===== config.mk =====
export PLATFORM = sky130hd
export DESIGN_NAME = sbio_tx_arbiter
export DESIGN_NICKNAME = d
export VERILOG_FILES = /design/src/rtl/sbio_pkg.sv /design/src/rtl/sbio_serializer.sv /design/src/rtl/sbio_tx_arbiter.sv
export SDC_FILE = /design/constraint.sdc
export NUM_CORES = 1
export LEC_CHECK = 0
export BUFFER_PORTS_ARGS = -buffer_cell sky130_fd_sc_hd__buf_2
export CAP_MARGIN = 20
export CORE_MARGIN = 1
export CORE_UTILIZATION = 50
export DETAILED_ROUTE_END_ITERATION = 10
export PLACE_DENSITY_LB_ADDON = 0.3
export SLEW_MARGIN = 20
export SYNTH_ARGS = -nofsm -noshare
export SYNTH_HDL_FRONTEND = slang
export SYNTH_HIERARCHICAL = 1
export SYNTH_SLANG_ARGS = --single-unit

===== constraint.sdc =====
create_clock -name clk -period 6.25 [get_ports clk]
set_clock_uncertainty 0.2 [all_clocks]
set_input_delay 0.3125 -clock clk [delete_from_list [all_inputs] [get_ports clk]]
set_output_delay 0.3125 -clock clk [all_outputs]
set_load 0.1 [all_outputs]

===== src/rtl/sbio_pkg.sv =====
// Shared definitions for the sbio link: source ids, start codes and the TX frame states.
package sbio_pkg;

  localparam int unsigned TX_SOURCE_SCAN  = 0;
  localparam int unsigned TX_SOURCE_READ  = 1;
  localparam int unsigned TX_SOURCE_OUT   = 2;

  localparam int unsigned SBIO_START_CODE = 1;

  typedef enum logic [1:0] {
    TX_IDLE,
    TX_START,
    TX_HEADER,
    TX_PAYLOAD
  } tx_state_e;

endpackage


===== src/rtl/sbio_serializer.sv =====
// Frame sequencer for the sbio TX pins: start code, header, then the word LSB-first.
module sbio_serializer
  import sbio_pkg::*;
#(
  parameter int unsigned IO_BITS        = 2,
  parameter int unsigned PAYLOAD_CYCLES = 8,
  parameter int unsigned START_CODE     = SBIO_START_CODE
) (
  input  logic                              clk,
  input  logic                              reset,
  input  logic                              load,
  input  logic [IO_BITS*PAYLOAD_CYCLES-1:0] word,
  input  logic [IO_BITS-1:0]                header,
  output logic [IO_BITS-1:0]                tx_pins,
  output logic                              busy,
  output logic                              last_cycle
);

  localparam int unsigned WORD_SIZE = IO_BITS * PAYLOAD_CYCLES;
  localparam int unsigned CNT_W     = (PAYLOAD_CYCLES > 1) ? $clog2(PAYLOAD_CYCLES) : 1;
  localparam logic [CNT_W-1:0] LAST_CNT = CNT_W'(PAYLOAD_CYCLES - 1);

  tx_state_e            state;
  logic [CNT_W-1:0]     cnt;
  logic [WORD_SIZE-1:0] shreg;
  logic [IO_BITS-1:0]   hdr;
  logic                 window;

  assign last_cycle = (state == TX_PAYLOAD) && (cnt == LAST_CNT);
  assign window     = (state == TX_IDLE) || last_cycle;

  always_ff @(posedge clk) begin
    if (reset) begin
      state   <= TX_IDLE;
      cnt     <= '0;
      shreg   <= '0;
      hdr     <= '0;
      tx_pins <= '0;
      busy    <= 1'b0;
    end else begin
      case (state)
        TX_START: begin
          state   <= TX_HEADER;
          tx_pins <= hdr;
        end
        TX_HEADER: begin
          state   <= TX_PAYLOAD;
          cnt     <= '0;
          tx_pins <= shreg[IO_BITS-1:0];
          shreg   <= shreg >> IO_BITS;
        end
        TX_PAYLOAD: begin
          if (cnt != LAST_CNT) begin
            cnt     <= cnt + 1'b1;
            tx_pins <= shreg[IO_BITS-1:0];
            shreg   <= shreg >> IO_BITS;
          end
        end
        default: ;
      endcase
      // Idle and the last payload cycle share one path so a new frame follows with no gap.
      if (window) begin
        if (load) begin
          state   <= TX_START;
          tx_pins <= IO_BITS'(START_CODE);
          shreg   <= word;
          hdr     <= header;
          busy    <= 1'b1;
        end else begin
          state   <= TX_IDLE;
          tx_pins <= '0;
          busy    <= 1'b0;
        end
      end
    end
  end

endmodule


===== src/rtl/sbio_tx_arbiter.sv =====
// Multi-source sbio transmitter: arbitrates word requests, tracks response credits
// and hands the winning word to the serializer.
module sbio_tx_arbiter
  import sbio_pkg::*;
#(
  parameter int unsigned            IO_BITS         = 2,
  parameter int unsigned            PAYLOAD_CYCLES  = 8,
  parameter int unsigned            NUM_SOURCES     = 3,
  parameter int unsigned            START_CODE      = SBIO_START_CODE,
  parameter int unsigned            RR_MODE         = 0,
  parameter logic [NUM_SOURCES-1:0] RSP_MASK        = NUM_SOURCES'(1 << TX_SOURCE_READ),
  parameter int unsigned            MAX_OUTSTANDING = 2
) (
  input  logic                                          clk,
  input  logic                                          reset,
  input  logic [NUM_SOURCES-1:0]                        req,
  input  logic [NUM_SOURCES*IO_BITS*PAYLOAD_CYCLES-1:0] data,
  output logic [NUM_SOURCES-1:0]                        ack,
  input  logic                                          rsp_done,
  output logic [IO_BITS-1:0]                            tx_pins,
  output logic                                          busy,
  output logic [$clog2(MAX_OUTSTANDING+1)-1:0]          outstanding
);

  localparam int unsigned WORD_SIZE = IO_BITS * PAYLOAD_CYCLES;
  localparam int unsigned GW        = (NUM_SOURCES > 1) ? $clog2(NUM_SOURCES) : 1;
  localparam int unsigned CW        = $clog2(MAX_OUTSTANDING + 1);
  localparam logic [CW-1:0] CREDIT_MAX = CW'(MAX_OUTSTANDING);

  logic [NUM_SOURCES-1:0] eligible;
  logic [GW-1:0]          ptr;
  logic [GW-1:0]          gnt_idx;
  logic                   found;
  logic                   grant;
  logic                   take;
  logic                   window;
  logic                   last_cycle;
  logic                   credit_full;
  logic [WORD_SIZE-1:0]   word;
  logic [IO_BITS-1:0]     header;
  int unsigned            idx;

  assign credit_full = (outstanding == CREDIT_MAX);
  assign eligible    = req & ~(RSP_MASK & {NUM_SOURCES{credit_full}});
  // Gated by reset so nothing is acked while the frame path is being cleared.
  assign window      = !reset && (!busy || last_cycle);

  always_comb begin
    found   = 1'b0;
    gnt_idx = '0;
    idx     = 0;
    for (int unsigned off = 0; off < NUM_SOURCES; off++) begin
      if (RR_MODE != 0) idx = (32'(ptr) + 1 + off) % NUM_SOURCES;
      else              idx = off;
      if (!found && eligible[GW'(idx)]) begin
        found   = 1'b1;
        gnt_idx = GW'(idx);
      end
    end
  end

  assign grant  = window && found;
  assign take   = grant && RSP_MASK[gnt_idx];
  assign word   = data[gnt_idx*WORD_SIZE +: WORD_SIZE];
  assign header = IO_BITS'(gnt_idx);

  always_comb begin
    ack = '0;
    if (grant) ack[gnt_idx] = 1'b1;
  end

  always_ff @(posedge clk) begin
    if (reset) begin
      outstanding <= '0;
      ptr         <= GW'(NUM_SOURCES - 1);
    end else begin
      if (grant) ptr <= gnt_idx;
      if (take && !rsp_done)
        outstanding <= outstanding + 1'b1;
      else if (!take && rsp_done && outstanding != '0)
        outstanding <= outstanding - 1'b1;
    end
  end

  sbio_serializer #(
    .IO_BITS        (IO_BITS),
    .PAYLOAD_CYCLES (PAYLOAD_CYCLES),
    .START_CODE     (START_CODE)
  ) u_serializer (
    .clk        (clk),
    .reset      (reset),
    .load       (grant),
    .word       (word),
    .header     (header),
    .tx_pins    (tx_pins),
    .busy       (busy),
    .last_cycle (last_cycle)
  );

endmodule


; After elaboration in Yosys (flattened, before gate mapping)
; Cells that the tools add are included.
[word_totals]
ff_bits = 28
word_cells = 75
[classes]
n_addsub = 3
n_lt_le_gt_ge = 2
n_eq_ne = 8
shift = 1
n_mux = 25
bitwise = 2
n_reduce_logical = 27
[ops]
columns = cell, count
row1 = $mux 16, 3
row2 = $shiftx 48x7->16, 1
row3 = $pmux 16 s2, 1
row4 = $mux 2, 6
row5 = $logic_and 1x1->1, 10
row6 = $mux 1, 8
row7 = $eq 2x2->1 const B, 3
row8 = $logic_not 1->1, 6
row9 = $mux 3, 2
row10 = $pmux 2 s3, 1
row11 = $pmux 3 s2, 1
row12 = $reduce_and 2->1, 3
row13 = $reduce_bool 2->1, 3
row14 = $pmux 2 s2, 1
row15 = $reduce_bool 4->1, 1
row16 = $add 3x1->3 const B, 1
row17 = $and 3x3->3, 1
row18 = $eq 3x3->1 const B, 1
row19 = $lt 2x3->1 const B, 1
row20 = $ne 3x2->1 const B, 1
row21 = $ne 3x3->1 const B, 1
row22 = $not 2->3, 1
row23 = $reduce_bool 3->1, 1
row24 = $add 2x1->2 const B, 1
row25 = 8 further kinds, 9

; Depth between registers and ports, before layout
[depth]
depth_word = 18
ltp_mapped = 12
depth_no_buf = 9

; Cells and area by module
; The synthesis kept the hierarchy.
[by_module_without_submodules]
columns = module, n_inst, cells_each, area_per_inst_um2, seq_area_each_um2
row1 = sbio_serializer, 1, 161, 1446.4, 520.5
row2 = sbio_tx_arbiter, 1, 80, 636.9, 40.0

; Least setup slack after synthesis
; OpenSTA, ideal clock, no wires.
[synth_timing]
path_type = flip-flop to output port
from = register u_serializer.cnt[0]
to = output ack[1]
arrival_time_ps = 3438
slack_ps = 2299
path_stages_with_launch = 9
n_path_buf = 2
path_cell_list = dfxtp_1 > ha_1 > ha_1 > buf_4 > and2_1 > buf_2 > nand2b_1 > nand2b_1 > nor3_1
[synth_between]
elab_chain_len = 6
[synth_rtl]
columns = item, line_no
row1 = from (decl), sbio_serializer.sv:24  ; logic [CNT_W-1:0] cnt;
row2 = from (signal assigned), sbio_serializer.sv:54  ; cnt <= cnt + 1'b1;
row3 = $eq 3x3->1, sbio_serializer.sv:29  ; assign last_cycle = (state == TX_PAYLOAD) && (cnt == LAST_CNT);
row4 = $logic_and 1x1->1, sbio_serializer.sv:29
row5 = via last_cycle, sbio_tx_arbiter.sv:37  ; logic last_cycle;
row6 = $logic_or 1x1->1, sbio_tx_arbiter.sv:46  ; assign window = !reset && (!busy || last_cycle);
row7 = $logic_and 1x1->1, sbio_tx_arbiter.sv:46
row8 = $logic_and 1x1->1, sbio_tx_arbiter.sv:62  ; assign grant = window && found;
row9 = $mux 3, sbio_tx_arbiter.sv:69  ; if (grant) ack[gnt_idx] = 1'b1;
row10 = to (decl), sbio_tx_arbiter.sv:18  ; output logic [NUM_SOURCES-1:0] ack,
; The timed path passes the listed nets, and every way through them passes these cells.

; Final worst setup path
[layout_timing]
from = register u_serializer.state[0]
to = register u_serializer.shreg[2]
[layout_between]
elab_chain_len = 7
elab_cells_between_ends = 11
classes_between = eq/ne: 2 / mux: 3 / reduce/logical: 6
[layout_rtl]
columns = item, line_no
row1 = from (decl), sbio_serializer.sv:23  ; tx_state_e state;
row2 = from (signal assigned), sbio_serializer.sv:34  ; state <= TX_IDLE;
row3 = from (signal assigned), sbio_serializer.sv:43  ; state <= TX_HEADER;
row4 = from (signal assigned), sbio_serializer.sv:47  ; state <= TX_PAYLOAD;
row5 = $eq 2x2->1, sbio_serializer.sv:29
row6 = $logic_and 1x1->1, sbio_serializer.sv:29
row7 = via last_cycle, sbio_tx_arbiter.sv:37
row8 = $logic_or 1x1->1, sbio_tx_arbiter.sv:46
row9 = $logic_and 1x1->1, sbio_tx_arbiter.sv:46
row10 = $logic_and 1x1->1, sbio_tx_arbiter.sv:62
row11 = via grant, sbio_tx_arbiter.sv:34  ; logic grant;
row12 = $mux 16, sbio_serializer.sv:63  ; if (load) begin
row13 = $mux 16, sbio_serializer.sv:62  ; if (window) begin
row14 = to (signal assigned), sbio_serializer.sv:50  ; shreg <= shreg >> IO_BITS;
row15 = to (signal assigned), sbio_serializer.sv:56  ; shreg <= shreg >> IO_BITS;
row16 = to (signal assigned), sbio_serializer.sv:66  ; shreg <= word;
row17 = to (decl), sbio_serializer.sv:25  ; logic [WORD_SIZE-1:0] shreg;
; The timed path passes the listed nets, and every way through them passes these cells.
; A chain may end at the register's enable or synchronous reset.

==> results.sh <==
export IMPL_antenna_found_initial=0
export IMPL_power_density_mw_per_mm2=190
export IMPL_clockBufferDepth=2
export IMPL_grt_pass1_vias=1589
export IMPL_r2r_start="u_serializer/state[0]$_SDFFE_PP0P_"
export IMPL_r2r_cells=8
export IMPL_routed_via_density=5.65
export IMPL_initial_core_util=0.521
export IMPL_postCtsSetupRepairBufs=0
export IMPL_slowest_stage="ha_1"
export IMPL_postCtsResizedCells=0
export IMPL_die_h_um=66.6
export IMPL_slowest_delay_ns=0.66
export IMPL_yosys_cell_count_top_type="nand2_1"
export IMPL_ys_seq_area_frac=0.269
export IMPL_startpoint_type="flip-flop"
export IMPL_wirelength_met1_um=2420
export IMPL_syn_area_mm2=0.00208
export IMPL_yosys_warnings=6
export IMPL_power_leakage_uw=0.000943
export IMPL_worst_pin_slew_ns=0.888
export IMPL_critPathKind="flip-flop to flip-flop"
export IMPL_syn_nets=302
export IMPL_cts_sinks=28
export IMPL_antenna_left=0
export IMPL_die_area_mm2=0.00443
export IMPL_clk_insertion_delay_late_ns=0.28
export IMPL_max_freq_mhz=294
export IMPL_rr_endpoint="u_serializer/shreg[2]$_SDFF_PP0_"
export IMPL_grt_pass1_wl_um=7580
export IMPL_nets=350
export IMPL_place_gp_congestion=0.765
export IMPL_post_route_cell_area_mm2=0.00237
export IMPL_hold_path_class="input pin to flip-flop"
export IMPL_finish_utilization=0.593
export IMPL_diodes=0
export IMPL_crit_path_end_kind="flip-flop"
export IMPL_slew_headroom=0.407
export IMPL_synth_async_sr_flop_share=0
export IMPL_run_status="completed"
export IMPL_stdcell_count=338
export IMPL_synthTopCellsByCount="34 x nand2_1, 28 x dfxtp_1, 17 x mux2i_1, 16 x nor3_1"
export IMPL_timing_hold_ws_ns=0.178
export IMPL_drive_gt1_frac=0.354
export IMPL_cp_max_fo=20
export IMPL_crit_path_start="u_serializer/state[0]$_SDFFE_PP0P_"
export IMPL_routed_wl_met2_um=1950
export IMPL_drc=0
export IMPL_top_layer_used="met4"
export IMPL_synth_cells=241
export IMPL_drv_slew=0
export IMPL_synth_edf_count=0
export IMPL_setup_violations=0
export IMPL_path_clk_slew_ns=0.10
export IMPL_post_cts_hold_buffer_count=0
export IMPL_io_pins=62
export IMPL_wl_um=4730
export IMPL_cts_root_buf="clkbuf_8"
export IMPL_wl_per_cell_um=14.0
export IMPL_synth_ff_type="dfxtp_1"
export IMPL_tns_ns=0
export IMPL_cts_tree="yes"
export IMPL_core_area_mm2=0.00400
export IMPL_peakVddDrop_v=0.0000929
export IMPL_maxCapViolations=0
export IMPL_endpoint="u_serializer/shreg[2]$_SDFF_PP0_"
export IMPL_worstPathArrival_ns=3.35
export IMPL_hold_viol=0
export IMPL_dr_total_vias=1909
export IMPL_yosys_top_cells_area="dfxtp_1 27%, mux2i_1 8.2%, mux2_2 7.6%"
export IMPL_met3_length_um=324
export IMPL_track_usage=0.221
export IMPL_grt_max_degree=35
export IMPL_rsz0062_at_grt="false"
export IMPL_cp_cell_sequence="ha_1, and2_1, nand2b_1, nand2b_1, a21oi_1, clkinv_1, nor3_1, a311oi_1"
export IMPL_crit_required_ns=6.19
export IMPL_post_route_min_period_ns=3.41
export IMPL_grt_ovfl_total=0
export IMPL_firstDrtPassIters=4
export IMPL_drtIter0Drc=93
export IMPL_ys_types=42
export IMPL_portBuffers=61
export IMPL_detailed_place_area_mm2=0.00232
export IMPL_avgSynthCellArea_um2=8.64
export IMPL_syn2layout_area_growth_pct=13.8
export IMPL_htreeDepth=1
export IMPL_yosys_register_bits=28
export IMPL_die_w_um=66.6
export IMPL_reg2reg_slack_ns=2.84
export IMPL_dp_cells=334
export IMPL_timing_final_crit_share=0.545
export IMPL_synth_top_area_share=0.269
export IMPL_numCtsBuffers=3
export IMPL_dpl_hpwl_um=3330
export IMPL_crit_top_cell="nand2b_1"
export IMPL_yosysTopAreaCell="dfxtp_1"
export IMPL_core_rowCount=23
## worst min-delay path by stage
stage	start	to	slack [ns]	depth (start not counted)
detailed placement	u_serializer/busy$_SDFFE_PP0P_	u_serializer/busy$_SDFFE_PP0P_	0.27	2
global route	rsp_done	outstanding[0]$_SDFFE_PP0P_	0.20	3
finish	rsp_done	outstanding[0]$_SDFFE_PP0P_	0.18	3
CTS	rsp_done	outstanding[0]$_SDFFE_PP0P_	0.17	3
floorplan	reset	outstanding[0]$_SDFFE_PP0P_	0.18	1
global placement	u_serializer/busy$_SDFFE_PP0P_	u_serializer/busy$_SDFFE_PP0P_	0.26	2
## area by class of cell
cell class	instances	area [µm²]
Sequential cell	28	561
Multi-Input combinational cell	186	1350
Timing Repair Buffer	62	313
Clock buffer	4	55.1
Tap cell	50	62.6
Inverter	8	30.0
Fill cell	363	1630
## layer usage
layer / track usage / vias to the layer above
li1: - / 990
met1: 0.323 / 851
met2: 0.318 / 66
met3: 0.0445 / 2
met4: 0.0665 / 0
met5: 0 / -
## cell families (layout without fill, tap and decap cells)
family | Yosys count | after routing | share of synthesized area
adder cells (fa/ha/maj) | 7 | 7 | 0.0420
AND/OR/NAND/NOR | 74 | 74 | 0.180
buffers and inverters | 27 | 74 | 0.0829
multiplexers | 31 | 31 | 0.157
flip-flops | 28 | 28 | 0.269
XOR/XNOR | 1 | 1 | 0.00420
AO/OA/AOI/OAI | 73 | 73 | 0.264
## critical path, delay by kind of cell, from the launching register on
kind                       cells  cell delay, ns
and+or+nand+nor                4            1.00
adders and majority gates      1            0.66
buffers and inverters          1            0.53
AOI/OAI and AO/OA              2            0.47
DFF                            1            0.40
## where the power goes
part	leakage [µW]	switching [µW]	total, µW	internal [µW]
Sequential	0.000230	13.6	206	193
Clock	0.0000288	57.1	114	56.4
Combinational	0.000684	76.9	130	52.8
Total	0.000943	148	450	302
## through the flow
step	power, µW	setup slack, ns
CTS	453	2.89
finish	450	2.84
detailed placement	339	2.90
floorplan	308	2.30
global route	477	2.48
global placement	337	3.02
## state kept, by name (all words and copies together), names as in the netlist
| name | cells |
|---|---|
| outstanding | 2 |
| u_serializer/hdr | 2 |
| u_serializer/state | 2 |
| u_serializer/busy | 1 |
| u_serializer/cnt | 3 |
| u_serializer/tx_pins | 2 |
| u_serializer/shreg | 16 |
## cells in the final DEF (no fill, tap or decap), types with 2 or more instances in the layout
cell type  netlist  layout
nand2b_1         5       5
o22ai_1          3       3
nand2_1         34      34
mux2_2          14      14
nor2_2           2       2
nor4_1           2       2
nand3_1          4       4
clkbuf_8         0       4
o221ai_1         2       2
a311oi_1        14      14
o21ai_2         12      12
and2b_1          2       2
nor3_1          16      16
dfxtp_1         28      28
ha_1             7       7
o21ai_1          4       4
buf_2            8      61
nor2_1           2       2
mux2i_1         17      17
o21ai_0          6       6
a21oi_1         13      13
a22oi_1         14      14
inv_1            6       6
No activity file was read; power rests on OpenSTA's default activity.
